`src/rtl/remote_throttle_sequencer.sv`:
```
// remote_throttle_sequencer
//   Owns the 8-bit throttle channel to the remote transmitter.
//   arm_req (in IDLE) runs the arming pattern: 0 for LOW_CYCLES, 255 for
//   HIGH_CYCLES, 0 for SETTLE_CYCLES. It then enters ACTIVE, where cmd_value
//   targets are followed with a per-cycle slew limit of STEP.
//   A command watchdog timeout drops to FAILSAFE, which ramps the throttle down
//   to 0 and then returns to IDLE. disarm_req returns to IDLE at once.
//
// Ports
//   clock, reset   : rising-edge clock; asynchronous active-high reset
//   arm_req        : start arming (IDLE only)
//   disarm_req     : immediate return to IDLE from any non-IDLE state
//   cmd_valid      : cmd_value carries a new throttle target
//   cmd_value[7:0] : throttle target
//   throttle_out   : registered throttle channel
//   armed          : high in ACTIVE
//   busy           : high in ARM_LOW / ARM_HIGH / ARM_SETTLE / FAILSAFE
module remote_throttle_sequencer #(
  parameter int LOW_CYCLES     = 16,
  parameter int HIGH_CYCLES    = 16,
  parameter int SETTLE_CYCLES  = 16,
  parameter int TIMEOUT_CYCLES = 1000,
  parameter int STEP           = 4,
  parameter int CW             = 16
) (
  input  logic       clock,
  input  logic       reset,
  input  logic       arm_req,
  input  logic       disarm_req,
  input  logic       cmd_valid,
  input  logic [7:0] cmd_value,
  output logic [7:0] throttle_out,
  output logic       armed,
  output logic       busy
);

  typedef enum logic [2:0] {
    IDLE, ARM_LOW, ARM_HIGH, ARM_SETTLE, ACTIVE, FAILSAFE
  } state_t;

  localparam logic [CW-1:0] LOW_LAST    = CW'(LOW_CYCLES - 1);
  localparam logic [CW-1:0] HIGH_LAST   = CW'(HIGH_CYCLES - 1);
  localparam logic [CW-1:0] SETTLE_LAST = CW'(SETTLE_CYCLES - 1);
  localparam logic [CW-1:0] TO_LAST     = CW'(TIMEOUT_CYCLES - 1);
  localparam logic [8:0]    STEP9       = 9'(STEP);

  state_t        state_q;
  logic [CW-1:0] cnt_q;     // hold counter in ARM_*, watchdog in ACTIVE
  logic [7:0]    target_q;
  logic [7:0]    thr_q;
  logic          armed_q;
  logic          busy_q;

  // Slew step toward target_q. The gap is computed in 9 bits so that a step
  // can never overshoot the target or wrap through 0/255.
  logic [8:0] up_gap, dn_gap;
  logic [7:0] slew;
  always_comb begin
    up_gap = {1'b0, target_q} - {1'b0, thr_q};
    dn_gap = {1'b0, thr_q} - {1'b0, target_q};
    slew   = thr_q;
    if (target_q > thr_q)
      slew = (up_gap > STEP9) ? 8'({1'b0, thr_q} + STEP9) : target_q;
    else if (thr_q > target_q)
      slew = (dn_gap > STEP9) ? 8'({1'b0, thr_q} - STEP9) : target_q;
  end

  always_ff @(posedge clock or posedge reset) begin
    if (reset) begin
      state_q  <= IDLE;
      cnt_q    <= '0;
      target_q <= '0;
      thr_q    <= '0;
      armed_q  <= 1'b0;
      busy_q   <= 1'b0;
    end else if (disarm_req && state_q != IDLE) begin
      // Hard stop: the throttle is not slewed down.
      state_q  <= IDLE;
      cnt_q    <= '0;
      target_q <= '0;
      thr_q    <= '0;
      armed_q  <= 1'b0;
      busy_q   <= 1'b0;
    end else begin
      case (state_q)
        IDLE: begin
          thr_q <= '0;
          if (arm_req && !disarm_req) begin
            state_q <= ARM_LOW;
            cnt_q   <= '0;
            busy_q  <= 1'b1;
          end
        end
        ARM_LOW: begin
          if (cnt_q == LOW_LAST) begin
            state_q <= ARM_HIGH;
            cnt_q   <= '0;
            thr_q   <= 8'd255;
          end else cnt_q <= cnt_q + CW'(1);
        end
        ARM_HIGH: begin
          if (cnt_q == HIGH_LAST) begin
            state_q <= ARM_SETTLE;
            cnt_q   <= '0;
            thr_q   <= '0;
          end else cnt_q <= cnt_q + CW'(1);
        end
        ARM_SETTLE: begin
          if (cnt_q == SETTLE_LAST) begin
            state_q  <= ACTIVE;
            cnt_q    <= '0;
            target_q <= '0;
            armed_q  <= 1'b1;
            busy_q   <= 1'b0;
          end else cnt_q <= cnt_q + CW'(1);
        end
        ACTIVE: begin
          thr_q <= slew;
          // Timeout outranks a command arriving in the same cycle.
          if (cnt_q == TO_LAST) begin
            state_q  <= FAILSAFE;
            cnt_q    <= '0;
            target_q <= '0;
            armed_q  <= 1'b0;
            busy_q   <= 1'b1;
          end else if (cmd_valid) begin
            target_q <= cmd_value;
            cnt_q    <= '0;
          end else cnt_q <= cnt_q + CW'(1);
        end
        FAILSAFE: begin
          // target_q is 0 here, so slew is a clamped ramp-down.
          if (thr_q == 8'd0) begin
            state_q <= IDLE;
            cnt_q   <= '0;
            busy_q  <= 1'b0;
          end else thr_q <= slew;
        end
        default: begin
          state_q  <= IDLE;
          cnt_q    <= '0;
          target_q <= '0;
          thr_q    <= '0;
          armed_q  <= 1'b0;
          busy_q   <= 1'b0;
        end
      endcase
    end
  end

  assign throttle_out = thr_q;
  assign armed        = armed_q;
  assign busy         = busy_q;

endmodule

```
`config.mk`:
```
export PLATFORM = sky130hd
export DESIGN_NAME = remote_throttle_sequencer
export DESIGN_NICKNAME = d
export VERILOG_FILES = /design/src/rtl/remote_throttle_sequencer.sv
export SDC_FILE = /design/constraint.sdc
export NUM_CORES = 1
export LEC_CHECK = 0
export CORE_ASPECT_RATIO = 0.6
export CORE_UTILIZATION = 49
export CTS_CLUSTER_DIAMETER = 150
export DETAILED_ROUTE_END_ITERATION = 10
export PLACE_DENSITY_LB_ADDON = 0.15
export SLEW_MARGIN = 20
export SYNTH_ARGS = -nofsm -noshare
export SYNTH_HDL_FRONTEND = slang
export SYNTH_SLANG_ARGS = --single-unit
```
`constraint.sdc`:
```
create_clock -name clock -period 2.68 [get_ports clock]
set_input_delay 0.268 -clock clock [delete_from_list [all_inputs] [get_ports clock]]
set_output_delay 0.268 -clock clock [all_outputs]
set_load 0.1 [all_outputs]
```
# After elaboration in Yosys (flattened, before gate mapping)
# Index checks and enable logic that the tools add are counted.
# classes
muxes	38
addsub	5
order_cmp	4
n_eq_ne	18
reduce_logical	15
# op_table
op	n
16-bit two-way mux	6
8-bit two-way mux	11
16-bit one-hot mux with 4 select lines	1
8-bit one-hot mux with 5 select lines	1
8-bit one-hot mux with 3 select lines	1
3-bit two-way mux	7
3-bit inequality test, second input constant	7
9-bit by 3-bit greater-than comparator with 1-bit output, second input constant	2
3-bit one-hot mux with 6 select lines	1
8-bit by 8-bit subtractor with 9-bit output	2
16-bit by 1-bit adder with 16-bit output, second input constant	1
16-bit by 10-bit equality test with 1-bit output, second input constant	1
16-bit by 4-bit equality test with 1-bit output, second input constant	1
8-bit greater-than comparator	2
8-bit by 3-bit adder with 8-bit output, second input constant	1
8-bit logical NOT	1
1-bit two-way mux	8
8-bit by 3-bit subtractor with 8-bit output, second input constant	1
3-bit by 2-bit equality test with 1-bit output, second input constant	2
3-bit equality test, second input constant	2
3-bit AND reduction	2
6-bit AND reduction	1
1-bit one-hot mux with 5 select lines	1
5-bit AND reduction	1
14 further kinds	16
# word_totals
wordCells	86
out_inout_bits	10
register_bits	37
inputBits	13

# Depth between registers and ports, before layout
# logic_depth
word_depth	8
depth_mapped	12
depth_no_buf	10

# Least setup slack after synthesis
# Ideal clock, no wire load.
# synth_path
kind	reg2reg
startpoint	register thr_q[4] (netlist: throttle_out[4])
endpoint	register thr_q[2] (netlist: throttle_out[2])
stages_incl_launch_ff	12
required_ns	2.543
n_path_buf	2
synth_period_minus_slack_ns	3.476
setup_time_ns	0.137
slack_ns	-0.796
arrival_time_ns	3.339
cell_sequence	dfrtp_1 clkbuf_1 inv_1 ha_1 buf_6 nand2_1 a211oi_2 mux2_2 o221ai_1 o21ai_0 a311oi_1 a221oi_1
# synth_between
elab_chain_len	8
word_cells_on_any_way	16
cone_classes	add/sub (2); order compare (4); eq/ne (1); mux (7); reduce/logical (2)
# synth_rtl
item	line_no	rtl
start: declaration	50	logic [7:0] thr_q;
start signal: assignment	118	thr_q <= slew;
start signal: assignment	137	end else thr_q <= slew;
8-bit by 8-bit subtractor with 9-bit output	60	dn_gap = {1'b0, thr_q} - {1'b0, target_q};
9-bit by 3-bit greater-than comparator with 1-bit output	65	slew = (dn_gap > STEP9) ? 8'({1'b0, thr_q} - STEP9) : target_q;
8-bit two-way mux	65	
8-bit two-way mux	64	else if (thr_q > target_q)
8-bit two-way mux	62	if (target_q > thr_q)
8-bit two-way mux	133	if (thr_q == 8'd0) begin
8-bit one-hot mux with 5 select lines	85	case (state_q)
8-bit two-way mux	76	end else if (disarm_req && state_q != IDLE) begin
# Several ways; a longest one is shown, not always the timed one. The select of a mux whose other input is x is not followed.
# A chain may end at the register's enable or synchronous reset.

# Final worst setup path
# layout_path
startpoint	register thr_q[0] (netlist: throttle_out[0])
endpoint	register thr_q[1] (netlist: throttle_out[1])
# The elaborated chain is that of the path after synthesis.

==> out/results.tsv <==
metric	value	unit
Die ar.	7126	µm²
crit-path max FO	8	
initial core utilization	52.49	%
Setup WS post-layout	-0.3463	ns
Die H	65.79	µm
RSZ-0062 raised after global routing	true	
initial antenna violation count	0	
Max Cap Viol	0	
worst r2r dst	throttle_out[1]	
maximum level of the CTS H-tree	2	
register bit total from synthesis	37	
Reg clk slew, reported paths	0.06	ns
Max Buffers Root-to-Sink	2	
Root Buffer	clkbuf_16	
sequential share of power	14.7	%
IR drop worst, VDD	0.7482	mV
switching share of power	49.35	%
Layout Skew	0.006015	ns
FFs w/ async S/R, synth	100.0	%
CTS Buf Count	5	
PwrDens	1171	nW/µm²
syn avg cell area	8.287	µm²
RR Startpoint	throttle_out[0]	
cell area after synthesis	3323	µm²
r2r worst-path depth	9	
Final Hold Vio Count	0	
Worst EP arrival	3.20	ns
fin nets	514	
Final Cycle Share	112.9	%
CP required	2.85	ns
Critical Setup Path Class	flop to flop	
FF/Latch Area	953.4	µm²
via count	3619	
Clk Latency, worst-skew pair	0.28	ns
DRT Pass-1 Iters	4	
Pint	2.644	mW
fin crit period	3.026	ns
I/O Buffers	22	
first-pass GRT wire length	17310	µm
most common cell after layout, fill and taps aside	buf_4	
Combinational Power Share	70.5	%
final setup fails	8	
footprint of the multi-input gates	2381	µm²
io pins	23	
violated checks	setup timing	
post-route setup TNS	-1.765	ns
pin slew with the least headroom to its limit	0.6169	ns
width of the chip	108.3	µm
Cell Area, Placed	4116	µm²
sequential fraction of the synthesis area	27.86	%
most frequent cells in the layout	buf_4, nor2_1, nand2_1	
leakage	1.900	nW
Core ar.	6331	µm²
Post-synth EDFFs	0	
# rows	22	
vias in the first global route	3272	
DRC violations left	0	
layout cells sized above 1	28.84	%
Synth area leaders	dfrtp_1, ha_1, nor2_1	
Sw Pwr	2.576	mW
Fillers	509	
HPWL Detailed	8451	µm
Fmax	330.4	MHz
status	finished, violations left	
Net Count, Synth	434	
count of cell types in the netlist	73	
Clk pwr share	14.9	%
Routed WL	11340	µm
Area growth syn-to-layout	34.19	%
ys flop type	dfrtp_1	
Via density	6.394	
Yosys top cell by area	dfrtp_1	
CTS tree	done	
Worst setup SP type	flop	
Design Area, Final	4459	µm²
Gate Count Post-Synth	401	
Final Wtd Congestion	1.020	
Design Power	5.220	mW
worst min path class	input pin to asynchronous set/reset pin	
R2R Setup Slk	-0.35	ns
DR iter-0 viols	321	
Finished Core Util	70.43	%
gr ovfl total	0	
CTS Sinks	37	
ant diodes	0	
post-synth top area share	27.86	%
Worst slew margin	58.65	%
wire length per cell	20.04	µm
largest net degree at the start of global routing	38	
Slew Viols, Final	0	
CP Capture Type	flop	
Detail Route Antenna Nets	0	
Syn. warnings	0	
Total Routing Usage GR	32.72	%
==> power by group through the flow <==
| stage | sequential [mW] | clock (mW) | combinational, mW |
|---|---|---|---|
| floorplan | 1.19 | 0 | 1.75 |
| global placement | 0.765 | 0 | 3.23 |
| detailed placement | 0.772 | 0 | 3.28 |
| CTS | 0.763 | 0.777 | 3.32 |
| global route | 0.776 | 0.804 | 3.87 |
| finish | 0.766 | 0.776 | 3.68 |
==> through the flow <==
stage	cells	setup slack, ns	hold WS [ns]
after detailed placement	556	-0.2227	0.5097
final	566	-0.3463	0.4170
after CTS	564	-0.1260	0.4504
after global routing	566	-0.3480	0.4952
after global placement	556	-0.1253	0.4997
after floorplan	401	-0.1918	0.4054
==> sequential cells by signal (all words and copies together) (netlist names) <==
name and count:
state_q 3, armed 1, target_q 8, cnt_q 16, throttle_out 8, busy 1
==> metal layers <==
layer	wire (µm)	share of wire, %	vias up	track usage (%)
met5	0	0	-	0
met3	1261	11	10	8.374
met2	4535	40	201	44.82
li1	-	-	1644	-
met4	70	0.62	0	3.547
met1	5475	48	1764	51.79
==> what timing repair did <==
action	CTS	global route
cloned	0	0
pin swaps	1	11
resized for setup	3	26
setup buffers	0	2
setup endpoints to repair	8	19
hold buffers	0	0
==> cell usage after synthesis, drive strengths merged, types with 9 or more instances <==
master / number
o211ai: 9
a21oi: 16
inv: 27
dfrtp: 37
o21ai: 32
xor2: 10
nor3: 17
xnor2: 13
nand3: 14
ha: 19
nor2: 36
clkbuf: 10
nand2: 34
==> critical path: stages, from the launching register on <==
cell and delay (ns):
dfrtp_4 0.49, ha_4 0.17, fa_2 0.39, xnor2_1 0.17, a22oi_2 0.25, o21ai_2 0.10
or4_4 0.62, o211ai_1 0.28, o311ai_2 0.18, a22o_1 0.25
==> layout make-up <==
| class | count | area share, % |
|---|---|---|
| multi-input cells | 322 | 53.39 |
| flip-flops and latches | 37 | 21.38 |
| repair buffers | 88 | 16.33 |
| clock buffers | 5 | 2.806 |
| well taps | 84 | 2.357 |
| inverters | 27 | 2.273 |
| clock inverters | 3 | 1.459 |
==> worst max path at each step <==
stage | start | endpoint | slack, ns | depth (start not counted)
after floorplan | throttle_out[0] | throttle_out[3] | -0.19 | 10
after global placement | throttle_out[0] | throttle_out[1] | -0.13 | 9
after detailed placement | throttle_out[0] | throttle_out[0] | -0.22 | 9
after CTS | throttle_out[0] | throttle_out[0] | -0.13 | 9
after global routing | throttle_out[0] | throttle_out[1] | -0.35 | 9
final | throttle_out[0] | throttle_out[1] | -0.35 | 9
==> cells by family after synthesis <==
kind of cell | count (synthesis) | synth area share (%)
adder cells (fa/ha/maj) | 20 | 7.756
AND/OR/NAND/NOR | 151 | 23.80
buffers and inverters | 42 | 6.024
flip-flops | 37 | 27.86
multiplexers | 8 | 2.447
XOR/XNOR | 23 | 6.062
AO/OA/AOI/OAI | 120 | 26.05
Power figures use the tool's default switching activity.
